`config.mk`:
```
export PLATFORM = sky130hd
export DESIGN_NAME = uart_cmd_sequencer
export DESIGN_NICKNAME = d
export VERILOG_FILES = /design/src/rtl/uart_cmd_sequencer.sv
export SDC_FILE = /design/constraint.sdc
export NUM_CORES = 1
export LEC_CHECK = 0
export ABC_AREA = 1
export CAP_MARGIN = 5
export CORE_UTILIZATION = 45
export DETAILED_ROUTE_END_ITERATION = 7
export GPL_ROUTABILITY_DRIVEN = 0
export HOLD_SLACK_MARGIN = 0.05
export PLACE_DENSITY_LB_ADDON = 0.05
export SLEW_MARGIN = 20
export SYNTH_ARGS = -nofsm -noshare
export SYNTH_HDL_FRONTEND = slang
export SYNTH_SLANG_ARGS = --single-unit
```
`constraint.sdc`:
```
create_clock -name clk -period 3.4 [get_ports clk]
set_input_delay 0.51 -clock clk [delete_from_list [all_inputs] [get_ports clk]]
set_output_delay 0.51 -clock clk [all_outputs]
set_load 0.005 [all_outputs]
```
`src/rtl/uart_cmd_sequencer.sv`:
```
// Script-replay engine for UART_comm_mstr: sends stored commands, checks responses, counts pass/fail/timeouts.
// Optional build macro CMD_SEQ_STOP_ON_FAIL_EN ends the run at the first failing entry.
module uart_cmd_sequencer #(
    parameter int CMD_W   = 24,
    parameter int RESP_W  = 8,
    parameter int DEPTH   = 16,
    parameter int TMO_CYC = 65536,
    parameter int CNT_W   = 8,
    localparam int AW     = (DEPTH > 1) ? $clog2(DEPTH) : 1
) (
    input  logic              clk,
    input  logic              rst,
    input  logic              load_we,
    input  logic [AW-1:0]     load_addr,
    input  logic [CMD_W-1:0]  load_cmd,
    input  logic [RESP_W-1:0] load_exp,
    input  logic              load_chk,
    input  logic [AW:0]       num_cmds,
    input  logic              start,
    output logic              busy,
    output logic              done,
    output logic [CMD_W-1:0]  cmd,
    output logic              send_cmd,
    input  logic              cmd_sent,
    input  logic              resp_rdy,
    input  logic [RESP_W-1:0] resp,
    output logic              clr_resp_rdy,
    output logic [CNT_W-1:0]  pass_cnt,
    output logic [CNT_W-1:0]  fail_cnt,
    output logic [AW-1:0]     fail_idx,
    output logic              tmo_err,
    output logic [3:0]        dbg_state
);

    localparam int TW = (TMO_CYC > 1) ? $clog2(TMO_CYC) : 1;

    typedef enum logic [3:0] {
        S_IDLE, S_LOAD, S_SEND, S_WAIT_SENT, S_WAIT_RESP,
        S_CHECK, S_FAIL, S_NEXT, S_DONE
    } state_t;

    state_t state, state_nxt;

    logic [CMD_W-1:0]  tbl_cmd [DEPTH];
    logic [RESP_W-1:0] tbl_exp [DEPTH];
    logic              tbl_chk [DEPTH];

    logic [AW-1:0]     idx;
    logic [AW:0]       num_r;
    logic [AW:0]       num_clamped;
    logic [RESP_W-1:0] exp_r;
    logic [RESP_W-1:0] resp_r;
    logic              chk_r;
    logic [TW-1:0]     tmo_cnt;
    logic              tmo_hit;
    logic              entry_ok;
    logic              last_entry;

    assign num_clamped = (num_cmds > (AW+1)'(DEPTH)) ? (AW+1)'(DEPTH) : num_cmds;
    assign tmo_hit     = (tmo_cnt == TW'(TMO_CYC - 1));
    assign entry_ok    = !chk_r || (resp_r == exp_r);
    assign last_entry  = ({1'b0, idx} == (num_r - (AW+1)'(1)));
    assign dbg_state   = state;

    // Handshakes with the UART master are single-cycle pulses: send_cmd asks for one
    // transmission, cmd_sent/resp_rdy are only honoured in the waiting states, and
    // clr_resp_rdy pulses exactly once per consumed response (resp captured on entry to CHECK).
    always_comb begin
        state_nxt    = state;
        busy         = (state != S_IDLE);
        done         = (state == S_DONE);
        send_cmd     = (state == S_SEND);
        clr_resp_rdy = (state == S_CHECK);
        case (state)
            S_IDLE:      if (start) state_nxt = (num_clamped == '0) ? S_DONE : S_LOAD;
            S_LOAD:      state_nxt = S_SEND;
            S_SEND:      state_nxt = S_WAIT_SENT;
            S_WAIT_SENT: if (cmd_sent) state_nxt = resp_rdy ? S_CHECK : S_WAIT_RESP;
            S_WAIT_RESP: begin
                if (resp_rdy)     state_nxt = S_CHECK;
                else if (tmo_hit) state_nxt = S_FAIL;
            end
            S_CHECK:     state_nxt = entry_ok ? S_NEXT : S_FAIL;
`ifdef CMD_SEQ_STOP_ON_FAIL_EN
            S_FAIL:      state_nxt = S_DONE;
`else
            S_FAIL:      state_nxt = S_NEXT;
`endif
            S_NEXT:      state_nxt = last_entry ? S_DONE : S_LOAD;
            S_DONE:      state_nxt = S_IDLE;
            default:     state_nxt = S_IDLE;
        endcase
    end

    // Script table has no reset; writes are only accepted while idle.
    always_ff @(posedge clk) begin
        if (load_we && state == S_IDLE && int'(load_addr) < DEPTH) begin
            tbl_cmd[load_addr] <= load_cmd;
            tbl_exp[load_addr] <= load_exp;
            tbl_chk[load_addr] <= load_chk;
        end
    end

    always_ff @(posedge clk) begin
        if (rst) begin
            state    <= S_IDLE;
            cmd      <= '0;
            idx      <= '0;
            num_r    <= '0;
            exp_r    <= '0;
            resp_r   <= '0;
            chk_r    <= 1'b0;
            tmo_cnt  <= '0;
            pass_cnt <= '0;
            fail_cnt <= '0;
            fail_idx <= '0;
            tmo_err  <= 1'b0;
        end else begin
            state <= state_nxt;
            case (state)
                S_IDLE: if (start) begin
                    idx      <= '0;
                    num_r    <= num_clamped;
                    pass_cnt <= '0;
                    fail_cnt <= '0;
                    fail_idx <= '0;
                    tmo_err  <= 1'b0;
                end
                S_LOAD: begin
                    cmd   <= tbl_cmd[idx];
                    exp_r <= tbl_exp[idx];
                    chk_r <= tbl_chk[idx];
                end
                S_WAIT_SENT: begin
                    tmo_cnt <= '0;
                    if (cmd_sent && resp_rdy) resp_r <= resp;
                end
                S_WAIT_RESP: begin
                    tmo_cnt <= tmo_cnt + TW'(1);
                    if (resp_rdy)     resp_r  <= resp;
                    else if (tmo_hit) tmo_err <= 1'b1;
                end
                S_CHECK: if (entry_ok && pass_cnt != '1) pass_cnt <= pass_cnt + CNT_W'(1);
                S_FAIL: begin
                    if (fail_cnt != '1) fail_cnt <= fail_cnt + CNT_W'(1);
                    // A saturated counter never returns to zero, so zero means "no failure yet".
                    if (fail_cnt == '0) fail_idx <= idx;
                end
                S_NEXT: if (!last_entry) idx <= idx + AW'(1);
                default: ;
            endcase
        end
    end

endmodule

```
==> Word level (Yosys, flattened, before mapping) <==
Memory sizes are Yosys's and may differ from the RTL's. A register that Yosys moved wholly into a read port is not among the register bits.
Cells that the tools add are included.
{ "word_totals": {"ff_bits": 58, "mem_bits_rw": 528, "n_memories": 3, "elab_cells": 94} }
{ "op_classes": {"add_sub_neg": 5, "n_lt_le_gt_ge": 1, "n_reduce_logical": 22, "eq_ne": 24, "n_mux": 30} }
{ "memory_table": {"columns": ["name", "words", "width", "read_ports", "rd_clocked_by_memory_dff", "wr", "line", "source"], "rows": [
  ["tbl_cmd", 16, 24, 1, 1, 1, "44", "logic [CMD_W-1:0] tbl_cmd [DEPTH];"],
  ["tbl_exp", 16, 8, 1, 1, 1, "45", "logic [RESP_W-1:0] tbl_exp [DEPTH];"],
  ["tbl_chk", 16, 1, 1, 1, 1, "46", "logic tbl_chk [DEPTH];"]
]} }
{ "op_table": {"columns": ["op", "n"], "rows": [
  ["one-hot mux 8 bit (2 select lines)", 3],
  ["2-to-1 mux 8 bit", 5],
  ["2-to-1 mux 4 bit", 9],
  ["one-hot mux 16 bit (2 select lines)", 1],
  ["one-hot mux 4 bit (8 select lines)", 1],
  ["!= test 2 bit (second input constant)", 9],
  ["AND reduction 3 bit", 6],
  ["adder 16 x 1 -> 16 bit (second input constant)", 1],
  ["adder 8 x 1 -> 8 bit (second input constant)", 2],
  ["equality test 16 bit (second input constant)", 1],
  ["equality test 4 x 3 -> 1 bit (second input constant)", 4],
  ["!= test 8 bit (second input constant)", 2],
  ["one-hot mux 4 bit (2 select lines)", 2],
  ["nonzero test 2 bit", 5],
  ["equality test 4 x 2 -> 1 bit (second input constant)", 2],
  ["equality test 8 bit", 1],
  ["zero test 8 bit", 1],
  ["2-to-1 mux 1 bit", 7],
  ["equality test 4 x 5 -> 1 bit", 1],
  ["> comparator 5 bit (second input constant)", 1],
  ["zero test 5 bit", 1],
  ["2-to-1 mux 5 bit", 1],
  ["subtractor 5 x 1 -> 5 bit (second input constant)", 1],
  ["adder 4 x 1 -> 4 bit (second input constant)", 1],
  ["other kinds (12)", 14]
]} }

==> Depth between registers and ports, before layout <==
Gate-level depths: netlist of the first run.
{ "logic_depth": {"depth_word": 6, "mapped_depth": 13} }

==> Worst setup path before layout of the first run <==
Ideal clock, no wire load.
{ "synth_timing": {"path_type": "reg2reg", "from": "register state[1], in the netlist dbg_state[1]", "to": "memory tbl_chk[0], enable pin", "arrival_ns": 2.486, "required_time_ns": 2.977, "setup_ns": 0.423, "path_buffers": 0, "setup_slack_ns": 0.491, "period_less_slack_ns": 2.909, "path_stages_with_launch": 8, "cell_sequence": "dfxtp_1 > inv_2 > nand2_2 > nor2_4 > inv_2 > nor2_1 > nand3_1 > nor2_1"} }
{ "synth_via": {"elab_chain_cells": 4} }
{ "synth_lines": {"columns": ["item", "line", "source"], "rows": [
  ["start, declared", "42", "state_t state, state_nxt;"],
  ["start signal, assigned", "119", "state <= state_nxt;"],
  ["zero test 4 bit", "97", "if (load_we && state == S_IDLE && int'(load_addr) < DEPTH) begin"],
  ["logical AND 1 bit", "97", null],
  ["2-to-1 mux 1 bit", "97", null],
  ["2-to-1 mux 1 bit (not written as such)", "100", "tbl_chk[load_addr] <= load_chk;"],
  ["end, declared", "46", null]
]} }
No other way between the ends.

==> Worst setup path in the final report of the first run <==
{ "layout_timing": {"from": "register state[3], in the netlist dbg_state[3]", "to": "output clr_resp_rdy"} }
{ "layout_via": {"elab_chain_cells": 1} }
{ "layout_lines": {"columns": ["item", "line", "source"], "rows": [
  ["equality test 4 x 3 -> 1 bit", "73", "clr_resp_rdy = (state == S_CHECK);"],
  ["end, declared", "27", "output logic clr_resp_rdy,"]
]} }
No other way between the ends.

==> impl_metrics.csv, run 1 <==
group,metric,value,unit
layout,final_util,53.3,%
global_routing,grt_pass1_vias,16000,
pwr,total_power,20.4,mW
die,row_count,86,
layout,drive_gt1_share,8.17,%
routing,routed_wirelength,62600,um
setup_path,critPathCaptureType,"primary output",
clocking,cts_tree,"built",
logic_synthesis,synthTopCellsByArea,"edfxtp_1 (63%), dfxtp_1 (7.2%), nor2_1 (7.0%), o211ai_1 (5.0%), o21ai_0 (4.7%)",
logic_synthesis,yosysWarnings,0,
logic_synthesis,synthTopCellsByCount,"edfxtp_1 (528), nor2_1 (471), o21ai_0 (234), o211ai_1 (167), nand3_1 (130)",
setup_path,r2r_slack,0.80,ns
die,ios,109,
logic_synthesis,synth_seq_cells,619,
pwr,peakVddDrop,0.466,mV
sta,hold_slack,0.467,ns
setup_path,worstPathRequired,2.89,ns
logic_synthesis,syn_avg_cell_area,11.7,um2
pwr,p_comb_share,21.8,%
die,start_util,45.6,%
layout,syn2layout_area_growth,16.8,%
setup_path,slowest_delay,0.59,ns
logic_synthesis,ys_seq_area_share,70.3,%
global_routing,grt_max_degree,160,
clocking,cts_root_buf,"clkbuf_16",
clocking,htree_levels,3,
die,dieWidth,238,um
clocking,cts_made_buffers,69,
setup_path,crit_buf_inv,2,
clocking,post_cts_resized,0,
setup_path,crit_slowest_cell,"clkdlybuf4s50_1",
clocking,clockBufferDepth,3,
setup_path,crit_path_cell_trace,"inv_2, nand2_1, nor3_2, clkdlybuf4s50_1",
die,coreArea,55100,um2
sta,worst_pin_slew,1.09,ns
routing,vias_per_cell,5.49,
logic_synthesis,synth_most_common_cell,"edfxtp_1",
setup_path,r2r_cells,8,
hold_path,min_path_cells,3,
logic_synthesis,yosysTopAreaCell,"edfxtp_1",
global_routing,grtUsageTotal,22.2,%
routing,drt_iter0_markers,1472,
setup_path,cp_max_fo,6,
pwr,switchingPower,6.07,mW
setup_path,crit_type,"flip-flop to primary output",
pwr,leakagePower,9.68,nW
global_routing,overflow,0,
pwr,pwr-share-clk,34.8,%
setup_path,crit_cells,4,
clocking,clk_latency,0.59,ns
routing,vias,16700,
hold_path,holdCritPathClass,"input pin to flip-flop",
routing,route.detailed.drc,0,
setup_path,startpoint_type,"flip-flop",
logic_synthesis,ys.flop_type,"edfxtp_1",
setup_path,cp.arrival,2.16,ns
layout,fill_cells,4741,
routing,routedWlPerCell,20.5,um
pwr,internal_power,14.3,mW
pwr,swShare,29.8,%
logic_synthesis,syn_nets,2213,
logic_synthesis,yosys.area.top_type_share,63.1,%
sta,period_needed,2.67,ns
sta,drv_slew,0,
sta,hold_violations,0,
outcome,status,"completed",
die,dieArea,56800,um2
sta,setup_viol,0,
layout,nNetsFinal,2309,
sta,post-route-period-util,78.6,%
sta,max_freq,374,MHz
clocking,cts.sink_count,619,
placement,portBuffers,108,
logic_synthesis,ys_async_sr_fraction,0,%
job,cap_viol_max_count,0,
placement,dp_hpwl,33600,um
clocking,postCtsHoldBufs,0,
setup_path,crit_family,"buffers and inverters",
logic_synthesis,synth_edf_count,528,
layout,antennaDiodeCount,0,
global_routing,antenna_found_initial,0,
sta,relSlewSlack,27.3,%
pwr,seq_power_share,43.4,%
sta,final.setup.tns,0,ns
routing,antenna_left,0,
logic_synthesis,ys_types,43,
clocking,clk_pin_slew,0.06,ns
clocking,cts_setup_buffers,0,
die,die_y,238,um
sta,fin_skew,0.00920,ns
pwr,powerDensity,694,nW/um2
routing,drt_first_pass_iters,6,
global_routing,grt_pass1_wl,96200,um
logic_synthesis,netlist_area,25100,um2
sta,rsz0062_at_grt,"no",
logic_synthesis,synthCells,2151,
layout make-up:
type                       count  area [um2]  share of cell area [%]
clock buffer                 104        1960                    6.69
clock inverter                20         171                   0.584
inverter                     116         443                    1.51
multi-input combinational   1285        6490                    22.1
sequential                   619       17700                    60.3
tap                          748         936                    3.19
timing repair buffer         156        1670                    5.68
placed cells by master (no fill, tap or decap), drive strengths merged, types with 2 or more instances in the layout:
cell and count:
buf 48, xor2 6, clkinv 17, a211oi 9
nand3 132, bufinv 2, nand4 8, o21ai 292
nor3 13, clkdlybuf4s50 108, a21oi 42, inv 117
o22ai 2, ha 6, dfxtp 91, a22oi 3
nand2 113, xnor2 6, nor2 477, clkbuf 104
o211ai 167, a221oi 2, edfxtp 528
worst reg2reg max path, cell delays in order, from the launching register on:
cell and delay (ns):
dfxtp_1 0.34, inv_2 0.08, nand2_1 0.16, nor2_4 0.19, inv_2 0.07, nor2_1 0.33
nand3_1 0.44, nor2_4 0.20, buf_4 0.43
metal layers:
layer / routed length [um] / vias to the layer above / GRT usage [%]
li1: - / 7926 / -
met1: 29100 / 8251 / 32.2
met2: 28900 / 460 / 35.0
met3: 3260 / 82 / 2.93
met4: 1210 / 0 / 6.55
met5: 0 / - / 0
cell families after synthesis:
logic type                 count (synthesis)  synth area share, %
xor gates and xnor gates                  12                0.418
and+or+nand+nor                          744                 12.2
AOI/OAI and AO/OA                        523                 12.4
adders and majority gates                  6                0.299
DFF                                      619                 70.3
buffers and inverters                    247                 4.36
per-stage QoR:
step / setup slack (ns) / cell area (um2) / std cells
after floorplan: 0.491 / 25100 / 2151
after global routing: 0.586 / 29400 / 3048
after detailed placement: 0.658 / 27200 / 2924
final: 0.727 / 29400 / 3048
after CTS: 0.675 / 29400 / 3048
after global placement: 0.706 / 27200 / 2924
worst paths after layout:
check / startpoint / endpoint
worst min register to register: tmo_err / tmo_err
worst max-delay path: dbg_state[3] / clr_resp_rdy
worst min-delay path: resp[7] / resp_r[7]
worst max register to register: dbg_state[3] / tbl_cmd[7][17]
sequential cells by signal (all words and copies together) (netlist names), 5 cells and up:
name	cells
cmd	24
exp_r	8
fail_cnt	8
num_r	5
pass_cnt	8
resp_r	8
tbl_chk	16
tbl_cmd	384
tbl_exp	128
tmo_cnt	16
power groups by stage:
stage	Clock [mW]	Sequential (mW)	Combinational (mW)
after floorplan	0	8.87	3.09
after global placement	0	8.99	4.44
after detailed placement	0	9.00	4.49
after CTS	7.24	8.84	4.51
after global routing	7.54	8.87	5.01
final	7.09	8.84	4.45
(Power assumes the default switching activity.)
==> run 2: changes to the inputs <==
==> constraint.sdc (replaced) <==
create_clock -name clk -period 2.28 [get_ports clk]
set_input_delay 0.342 -clock clk [delete_from_list [all_inputs] [get_ports clk]]
set_output_delay 0.342 -clock clk [all_outputs]
set_load 0.005 [all_outputs]
==> run 2 against run 1 <==
Critical path depth unchanged. Critical path type unchanged. Wire length rose by 4.0%. First-iteration DRC count decreased by 5.2%. Non-clock buffer count increased by 72. Clock power up 51%. Largest cell class unchanged. Via count up 1.4%. Total power is 54% higher. Highest routed layer is now met5. Worst setup slack lost 0.68 ns. Count of clock-buffer cells in the layout fell by 16. Worst hold slack worse by 0.16 ns. Final cell count is 2.3% higher. Utilization grew 1.6 points.
==> impl_metrics.csv, run 2 (synthesis gave the netlist of run 1 again) <==
group,metric,value,unit
layout,drive_gt1_share,11.5,%
setup_path,r2r_slack,0.14,ns
placement,dp_hpwl,40700,um
setup_path,worstPathRequired,1.94,ns
routing,routed_wirelength,65000,um
pwr,pwr-share-clk,34.1,%
routing,vias,17000,
layout,antennaDiodeCount,0,
pwr,peakVddDrop,0.615,mV
sta,relSlewSlack,55.0,%
layout,syn2layout_area_growth,20.4,%
sta,post-route-period-util,97.8,%
routing,antenna_left,0,
job,cap_viol_max_count,0,
sta,worst_pin_slew,0.672,ns
routing,drt_iter0_markers,1396,
sta,max_freq,449,MHz
outcome,status,"completed",
setup_path,cp_max_fo,4,
placement,portBuffers,108,
clocking,cts.sink_count,619,
global_routing,grt_pass1_wl,99600,um
global_routing,grtUsageTotal,23.2,%
pwr,switchingPower,9.50,mW
clocking,htree_levels,3,
global_routing,antenna_found_initial,2,
layout,nNetsFinal,2380,
die,dieArea,56800,um2
layout,finalNonFillerCells,3119,
layout,fill_cells,4702,
global_routing,grt_max_degree,86,
routing,vias_per_cell,5.43,
placement,place_ws,0.00812,ns
global_routing,overflow,0,
hold_path,worstHoldEndpoint,"resp_r[0]",
routing,routedWlPerCell,20.8,um
clocking,clk_pin_slew,0.06,ns
pwr,seq_power_share,41.6,%
sta,period_needed,2.23,ns
sta,fin_skew,0.0121,ns
sta,drv_slew,0,
die,ios,109,
hold_path,holdCritPathClass,"input pin to flip-flop",
layout,regMostFlops,"tbl_cmd",
pwr,internal_power,21.9,mW
routing,route.detailed.drc,0,
hold_path,min_path_cells,3,
pwr,total_power,31.4,mW
pwr,swShare,30.3,%
die,dieWidth,238,um
layout,register_area,17700,um2
clocking,clockBufferDepth,3,
routing,drt_first_pass_iters,7,
pwr,leakagePower,10.1,nW
layout,reg_top3,"tbl_cmd: 384 flops, tbl_exp: 128 flops, cmd: 24 flops",
sta,setup_viol,0,
die,die_y,238,um
die,row_count,86,
clocking,cts_tree,"built",
pwr,p_comb_share,24.3,%
layout,largest_reg_flops,384,
sta,hold_violations,0,
sta,setup_ws,0.0505,ns
sta,rsz0062_at_grt,"yes",
setup_path,rr_endpoint,"tbl_exp[2][3]",
placement,place_inst,2995,
clocking,cts_root_buf,"clkbuf_16",
clocking,cts_made_buffers,68,
setup_path,r2r-start,"dbg_state[0]",
layout,mostFrequentLayoutCell,"edfxtp_1",
die,start_util,45.6,%
setup_path,crit_type,"flip-flop to primary output",
setup_path,startpoint_type,"flip-flop",
clocking,clk_latency,0.58,ns
layout,final_cell_mix,"edfxtp_1 (528), nor2_1 (454), o21ai_0 (234), o211ai_1 (167), nand3_1 (130)",
setup_path,r2r_cells,10,
global_routing,grt_pass1_vias,16600,
hold_path,min-delay-start,"resp[0]",
layout,multi_input_area,6500,um2
setup_path,critPathCaptureType,"primary output",
pwr,powerDensity,1040,nW/um2
die,coreArea,55100,um2
setup_path,cp.arrival,1.89,ns
==> run 2: final cells by class <==
class / count / area share [%]
tap: 748 / 3.09
clock inverter: 35 / 1.02
sequential: 619 / 58.5
multi-input combinational: 1285 / 21.5
timing repair buffer: 228 / 8.37
clock buffer: 88 / 6.12
inverter: 116 / 1.46
==> run 2: metal layers <==
layer  GRT usage [%]  up-vias  wire, um  part of all wire, %
li1                -     8069         -                    -
met3            3.34       90      3650                  5.6
met4            7.58        4      1500                  2.3
met5               0        -        23                0.035
met2            38.4      490     31600                   49
met1            31.4     8297     28300                   43
==> run 2: worst max path at each step <==
stage | start | endpoint | cells after the start
after CTS | dbg_state[3] | clr_resp_rdy | 4
after floorplan | dbg_state[1] | tbl_chk[0] | 7
final | dbg_state[3] | clr_resp_rdy | 4
after detailed placement | load_we | tbl_cmd[11][11] | 8
after global routing | dbg_state[3] | clr_resp_rdy | 4
after global placement | load_we | tbl_cmd[11][11] | 8
==> run 2: stage by stage <==
step           TNS [ns]  hold slack [ns]  util (%)  instance area, um2
2_1_floorplan    -80.79            0.441         -               25200
3_3_place_gp      -1.34            0.468      51.0               28100
3_5_place_dp          0            0.479      51.0               28100
4_1_cts               0            0.271      54.9               30200
5_1_grt         -0.0155            0.302      54.9               30300
6_report              0            0.308      54.9               30300
==> run 2: repair_timing <==
item | 4_1_cts | 5_1_grt
hold buffers | 0 | 0
setup buffers | 0 | 1
gates resized for setup | 1 | 4
pin swaps | 0 | 1
endpoints found under the setup margin | 1 | 455
cloned | 0 | 0
==> run 2: worst max-delay path, cell delays in order (launching register included) <==
cell             delay, ns
dfxtp_1               0.34
inv_2                 0.10
nand2_2               0.11
nor3_2                0.22
clkdlybuf4s50_1       0.54
==> run 2: power by group through the flow <==
stage / Combinational [mW] / Clock [mW] / Sequential [mW]
2_1_floorplan: 4.62 / 0 / 13.2
3_3_place_gp: 7.65 / 0 / 13.3
3_5_place_dp: 7.68 / 0 / 13.3
4_1_cts: 7.71 / 10.9 / 13.1
5_1_grt: 8.45 / 11.4 / 13.1
6_report: 7.62 / 10.7 / 13.1
